--- src/rtl/zlib_wrap_ctrl.sv ---
// zlib stream wrapper: header, payload pass-through to adler32,
// then big-endian checksum trailer from a single output register.
module zlib_wrap_ctrl #(
  parameter int          DATA_WD  = 32,
  parameter int          NUM_WD   = 2,
  parameter logic [15:0] ZLIB_HDR = 16'h7801
) (
  input  logic               clk,
  input  logic               rstn,
  input  logic               start_i,
  input  logic               val_i,
  input  logic [DATA_WD-1:0] dat_i,
  input  logic [NUM_WD-1:0]  num_i,
  input  logic               lst_i,
  output logic               rdy_o,
  output logic               adl_start_o,
  output logic               adl_val_o,
  output logic [DATA_WD-1:0] adl_dat_o,
  output logic [NUM_WD-1:0]  adl_num_o,
  output logic               adl_lst_o,
  input  logic               adl_done_i,
  input  logic               adl_val_i,
  input  logic [DATA_WD-1:0] adl_dat_i,
  output logic               val_o,
  output logic [DATA_WD-1:0] dat_o,
  output logic [NUM_WD-1:0]  num_o,
  output logic               lst_o,
  input  logic               rdy_i,
  output logic               done_o
);

  typedef enum logic [2:0] {
    S_IDLE,
    S_HEAD,
    S_DATA,
    S_WAIT,
    S_TAIL,
    S_DONE
  } state_t;

  state_t             state_q, state_d;
  logic               val_q, val_d;
  logic [DATA_WD-1:0] dat_q, dat_d;
  logic [NUM_WD-1:0]  num_q, num_d;
  logic               lst_q, lst_d;
  logic [DATA_WD-1:0] csum_q, csum_d;
  logic               csum_vld_q, csum_vld_d;
  logic               adl_start_q, adl_start_d;

  logic               xfer;
  logic               free;
  logic               acc;
  logic               unused_adl_done;

  // completion of the engine is implied by its checksum strobe
  assign unused_adl_done = adl_done_i;

  assign xfer = val_q & rdy_i;
  assign free = ~val_q | rdy_i;
  assign acc  = (state_q == S_DATA) & val_i & free;

  assign val_o       = val_q;
  assign dat_o       = dat_q;
  assign num_o       = num_q;
  assign lst_o       = lst_q;
  assign adl_start_o = adl_start_q;

  // payload mirror to the adler32 engine, zero unless a word is accepted
  always_comb begin
    adl_val_o = acc;
    adl_dat_o = '0;
    adl_num_o = '0;
    adl_lst_o = 1'b0;
    if (acc) begin
      adl_dat_o = dat_i;
      adl_num_o = num_i;
      adl_lst_o = lst_i;
    end
  end

  // sequencing and output-register next state
  always_comb begin
    state_d     = state_q;
    val_d       = val_q;
    dat_d       = dat_q;
    num_d       = num_q;
    lst_d       = lst_q;
    csum_d      = csum_q;
    csum_vld_d  = csum_vld_q;
    adl_start_d = 1'b0;
    rdy_o       = 1'b0;
    done_o      = 1'b0;

    if (xfer) begin
      val_d = 1'b0;
    end

    unique case (state_q)
      S_IDLE: begin
        if (start_i) begin
          state_d     = S_HEAD;
          adl_start_d = 1'b1;
          val_d       = 1'b1;
          dat_d       = {ZLIB_HDR, {(DATA_WD-16){1'b0}}};
          num_d       = NUM_WD'(1);
          lst_d       = 1'b0;
          csum_vld_d  = 1'b0;
        end
      end
      S_HEAD: begin
        if (xfer) begin
          state_d = S_DATA;
        end
      end
      S_DATA: begin
        rdy_o = free;
        if (acc) begin
          val_d = 1'b1;
          dat_d = dat_i;
          num_d = num_i;
          lst_d = 1'b0;
          if (lst_i) begin
            state_d = S_WAIT;
          end
        end
      end
      S_WAIT: begin
        if (adl_val_i && !csum_vld_q) begin
          csum_d     = adl_dat_i;
          csum_vld_d = 1'b1;
        end
        if (csum_vld_q && free) begin
          state_d = S_TAIL;
          val_d   = 1'b1;
          dat_d   = csum_q;
          num_d   = NUM_WD'(3);
          lst_d   = 1'b1;
        end
      end
      S_TAIL: begin
        if (xfer) begin
          state_d = S_DONE;
        end
      end
      S_DONE: begin
        done_o  = 1'b1;
        state_d = S_IDLE;
      end
      default: begin
        state_d = S_IDLE;
      end
    endcase
  end

  // state and datapath registers
  always_ff @(posedge clk or negedge rstn) begin
    if (!rstn) begin
      state_q     <= S_IDLE;
      val_q       <= 1'b0;
      dat_q       <= '0;
      num_q       <= '0;
      lst_q       <= 1'b0;
      csum_q      <= '0;
      csum_vld_q  <= 1'b0;
      adl_start_q <= 1'b0;
    end else begin
      state_q     <= state_d;
      val_q       <= val_d;
      dat_q       <= dat_d;
      num_q       <= num_d;
      lst_q       <= lst_d;
      csum_q      <= csum_d;
      csum_vld_q  <= csum_vld_d;
      adl_start_q <= adl_start_d;
    end
  end

endmodule

--- config.mk ---
export PLATFORM = sky130hd
export DESIGN_NAME = zlib_wrap_ctrl
export DESIGN_NICKNAME = d
export VERILOG_FILES = /design/src/rtl/zlib_wrap_ctrl.sv
export SDC_FILE = /design/constraint.sdc
export NUM_CORES = 1
export LEC_CHECK = 0
export CAP_MARGIN = 40
export CORE_ASPECT_RATIO = 1.75
export CORE_MARGIN = 4
export CORE_UTILIZATION = 46
export DETAILED_ROUTE_END_ITERATION = 7
export PLACE_DENSITY = 0.85
export SLEW_MARGIN = 25
export SYNTH_ARGS = -nofsm -noshare
export SYNTH_HDL_FRONTEND = slang
export SYNTH_SLANG_ARGS = --single-unit
--- constraint.sdc ---
create_clock -name clk -period 4.6 [get_ports clk]
set_input_delay 0.92 -clock clk [delete_from_list [all_inputs] [get_ports clk]]
set_output_delay 0.92 -clock clk [all_outputs]
set_load 0.02 [all_outputs]
## Yosys cells after proc, flatten, opt, wreduce, memory -nomap -nowiden

Cells that the tools add are included.

| cells by class | value |
|---|---|
| div/mod/pow operators | 0 |
| shift-type cells | 0 |
| add/sub/neg operators | 0 |
| bitwise logic cells | 5 |
| mux-type cells | 33 |
| reductions and logical operators | 10 |
| equality and inequality tests | 12 |
| multipliers | 0 |
| order comparisons | 0 |

Operator list:

| kind | count |
|---|---|
| $mux 32 | 4 |
| $pmux 32 s3 | 1 |
| $mux 3 | 6 |
| $pmux 3 s5 | 1 |
| $ne 2x2->1 const B | 7 |
| $mux 1 | 13 |
| $mux 2 | 4 |
| $eq 3x2->1 const B | 2 |
| $eq 3x3->1 const B | 2 |
| $pmux 1 s3 | 2 |
| $pmux 2 s3 | 1 |
| $reduce_and 6->1 | 1 |
| $reduce_and 4->1 | 1 |
| $and 1x1->1 | 3 |
| $eq 3x1->1 const B | 1 |
| $logic_not 3->1 | 1 |
| $reduce_and 3->1 | 1 |
| $reduce_bool 3->1 | 1 |
| $logic_and 1x1->1 | 2 |
| $pmux 1 s2 | 1 |
| $reduce_and 2->1 | 1 |
| $reduce_bool 2->1 | 1 |
| $logic_not 1->1 | 1 |
| $not 1->1 | 1 |
| $or 1x1->1 | 1 |

| word-level totals | value |
|---|---|
| bits in writable memories | 0 |
| latch bits | 0 |
| register bits | 73 |
| output and inout bits | 75 |
| memories kept | 0 |
| bits in read-only memories | 0 |
| input port bits | 74 |
| logic and storage cells | 68 |

## Logic depth before layout (Yosys ltp)

| depth | value |
|---|---|
| depth in word-level cells | 5 |
| gate-level depth with buffers | 7 |
| mapped depth without buffers | 4 |

## Worst setup path after synthesis

OpenSTA, ideal clock, no wires.

| timing path | value |
|---|---|
| path kind | input-to-output |
| from | input port rdy_i |
| to | output port adl_dat_o[10] |
| arrival | 2.138 ns |
| buffers on the path | 2 |
| setup slack | 1.542 ns |
| data required time | 3.680 ns |
| cell stages on the path | 5 |
| cell sequence | and2b_4 nor4b_2 clkbuf_1 clkbuf_1 and2_1 |

| between the ends | value |
|---|---|
| word-level cells in the longest chain between the ends | 3 |

RTL lines:

| what | line | text |
|---|---|---|
| start, declared | 28 | `input logic rdy_i,` |
| $or 1x1->1 | 59 | `assign free = ~val_q \| rdy_i;` |
| $and 1x1->1 | 60 | `assign acc = (state_q == S_DATA) & val_i & free;` |
| $mux 32 | 74 | `if (acc) begin` |
| end, declared | 18 | `output logic [DATA_WD-1:0] adl_dat_o,` |

Every way passes these cells.

## Final worst setup path

| timing path | value |
|---|---|
| from | input port rdy_i |
| to | output port adl_num_o[1] |

| between the ends | value |
|---|---|
| word-level cells in the longest chain between the ends | 3 |

RTL lines:

| what | line | text |
|---|---|---|
| $or 1x1->1 | 59 |  |
| $and 1x1->1 | 60 |  |
| $mux 2 | 74 |  |
| end, declared | 19 | `output logic [NUM_WD-1:0] adl_num_o,` |

Every way passes these cells.

==> key figures <==
Outcome
  • Status: completed

Setup path
  • Worst reg2reg setup slack: between 2 and 2.5 ns
  • R2R depth: 5
  • Crit. End Element: output pin
  • Worst Path Arrival: 3.12 ns
  • Startpoint Class: primary input
  • Critical path peak fanout: 25
  • Setup Crit Path Kind: in2out
  • CP Data Required Time: 3.68 ns

Yosys
  • Syn Inst Count: 291
  • Mean post-synth cell area: about 12 um2
  • FF+latch count, synth: 73
  • Yosys cell types: 34
  • Mapped cell area: 3600 um2
  • Mapped Nets: 365
  • Seq/Total Area, Yosys: 0.507
  • Synth warn: 0

Clock network
  • CTS tree: yes
  • Reg clk slew, reported paths: ~0.060 ns
  • Num Clock Sinks: 73
  • Hold Buf Count CTS: 0
  • Max clock buf depth: 2
  • CTS resizes: 0
  • Clock buffer count from CTS: 9
  • Worst-Skew Late Latency: 0.33 ns
  • Setup bufs post-CTS: 0
  • Clock Tree Root: clkbuf_16
  • H-tree depth: 3

Timing
  • Final setup violation count: 0
  • Post-route setup slack: about 0.56 ns
  • Worst slew margin: 0.547
  • Final max-slew violation count: 0
  • Tcrit/Tclk final: 0.878
  • Worst Max-Slew Pin Slew: between 0.6 and 0.7 ns
  • Setup TNS: 0 ns
  • Clk_skew: 0.00459 ns
  • Tmin final: 4.04 ns
  • Endpoints failing hold: 0
  • RSZ-0062 raised after global routing: false
  • Max Freq: 248 MHz

Layout
  • Layout Cells excl Fill: between 500 and 600
  • Most common cell after layout, fill and taps aside: clkdlybuf4s50_1
  • Fin nets: 510
  • Most frequent cells in the layout: clkdlybuf4s50_1 (146), dfrtp_1 (72), mux2_2 (48), mux2i_1 (39)
  • Diodes inserted: 0
  • Share of layout cells above drive strength 1: 0.202
  • Area Overhead vs Synth: 51.7%

Power and ir drop
  • Pleak: 0.00245 uW
  • Clk network pwr share: 0.192
  • Power per cell area: 633 nW/um2
  • Internal power: 2250 uW
  • Power share of the combinational group: 0.483
  • Max VDD drop: 0.000381 V
  • Sequential power share: 0.325
  • Net Sw Power: 1210 uW
  • Net Sw Frac: 0.350

Global routing
  • Largest net degree at the start of global routing: 56
  • First-pass GRT wire length: 15.0 mm
  • Global Route Usage Sum: 0.212
  • Remaining Overflow, GRT: 0
  • Antenna violations before repair: 0
  • Number of global-route vias before repair: a little under 3k

Place
  • I/O Buffers: 147
  • GPL Wtd Cong: 0.765
  • DP Cell Count: 512
  • Post-Place Worst Slack: 0.571 ns
  • Post-DP HPWL: between 7 and 8 mm

Detailed routing
  • Detailed Route Iter0 Violations: 164
  • WL/cell: between 15 and 20 um
  • Average vias per placed instance: 5.15
  • Drt pass-1 iters: 5
  • DRC Markers: 0
  • Post-DRT Antenna Nets: 0
  • Post-Route WL: 9.61 mm
  • Vias: about 2.7k

Die
  • # IOs: 149
  • Core area: 7620 um2
  • Starting Density: 0.472
  • Die H: 125 um
  • Die X: 74.9 um
  • Core Rows: 42
  • Die area: approximately 9400 um2

Min path
  • Min-delay worst type: in2async

Job
  • Max Cap Violations: 0
==> worst max-delay path: stages <==
cell	delay, ns
clkdlybuf4s50_1	0.52
and2b_4	0.24
nor4b_4	0.28
buf_4	0.30
and2_1	0.21
clkdlybuf4s50_1	0.64
==> per-layer routing <==
metal  up-vias  wire length [um]  global-route usage
li1       1287                 -                   -
met1      1329              3390               0.236
met2        86              5380               0.366
met3        22               465              0.0442
met4         0               376               0.109
met5         -                 0                   0
==> kinds of logic after synthesis <==
| logic type | share of synthesized area |
|---|---|
| flip-flops | 0.507 |
| AO/OA/AOI/OAI | 0.0160 |
| multiplexers | 0.306 |
| buffers and inverters | 0.0299 |
| AND/OR/NAND/NOR | 0.141 |
==> power by group through the flow <==
stage	registers, uW	clock network (uW)	logic (uW)
3_3_place_gp	1110	0	1640
4_1_cts	1130	681	1690
2_1_floorplan	1240	0	951
3_5_place_dp	1130	0	1680
5_1_grt	1160	710	1790
6_report	1120	664	1670
==> registers in the layout (all words and copies together), names as in the netlist <==
register	flops
csum_vld_q	1
dat_o	32
num_o	2
lst_o	1
state_q	3
val_o	1
adl_start_o	1
csum_q	32
==> stage by stage <==
stage	cell area (um2)	power, uW	util	hold slack (ns)
CTS	5450	3490	0.715	0.466
finish	5460	3460	0.717	0.470
global placement	5130	2750	0.673	0.463
global route	5460	3660	0.717	0.479
detailed placement	5160	2810	0.677	0.474
floorplan	3600	2200	-	0.458
==> final timing paths <==
path                       startpoint            to
min                              rstn     dat_o[21]
max                             rdy_i  adl_num_o[1]
max reg2reg                state_q[0]     dat_o[14]
min in group clk                lst_o         lst_o
max in group asynchronous        rstn    state_q[0]
min reg2reg                     lst_o         lst_o
==> synth_stat cells (all sizes together) <==
cell type	count	share of area
or3	2	0.0049
nor3b	2	0.0042
nand3	1	0.0014
buf	14	0.023
and2	35	0.061
a211o	1	0.0024
a311oi	1	0.0024
nor2	35	0.036
and3b	1	0.0024
nand2b	3	0.0059
dfrtp	73	0.51
nand2	3	0.0031
a22oi	1	0.0021
nor3	4	0.011
clkbuf	6	0.0063
a21oi	2	0.0028
inv	1	0.0010
mux2i	39	0.11
nor4b	1	0.0042
or2	2	0.0035
and2b	1	0.0028
mux2	60	0.20
a21o	1	0.0021
o21bai	2	0.0042
==> area by class of cell <==
class	count	area [um2]
Inverter	1	3.75
Sequential cell	73	1830
Timing Repair Buffer	154	1550
Tap cell	88	110
Clock inverter	2	10.0
Clock buffer	14	284
Multi-Input combinational cell	197	1680
Fill cell	555	2160
No activity file was read; power rests on OpenSTA's default activity.
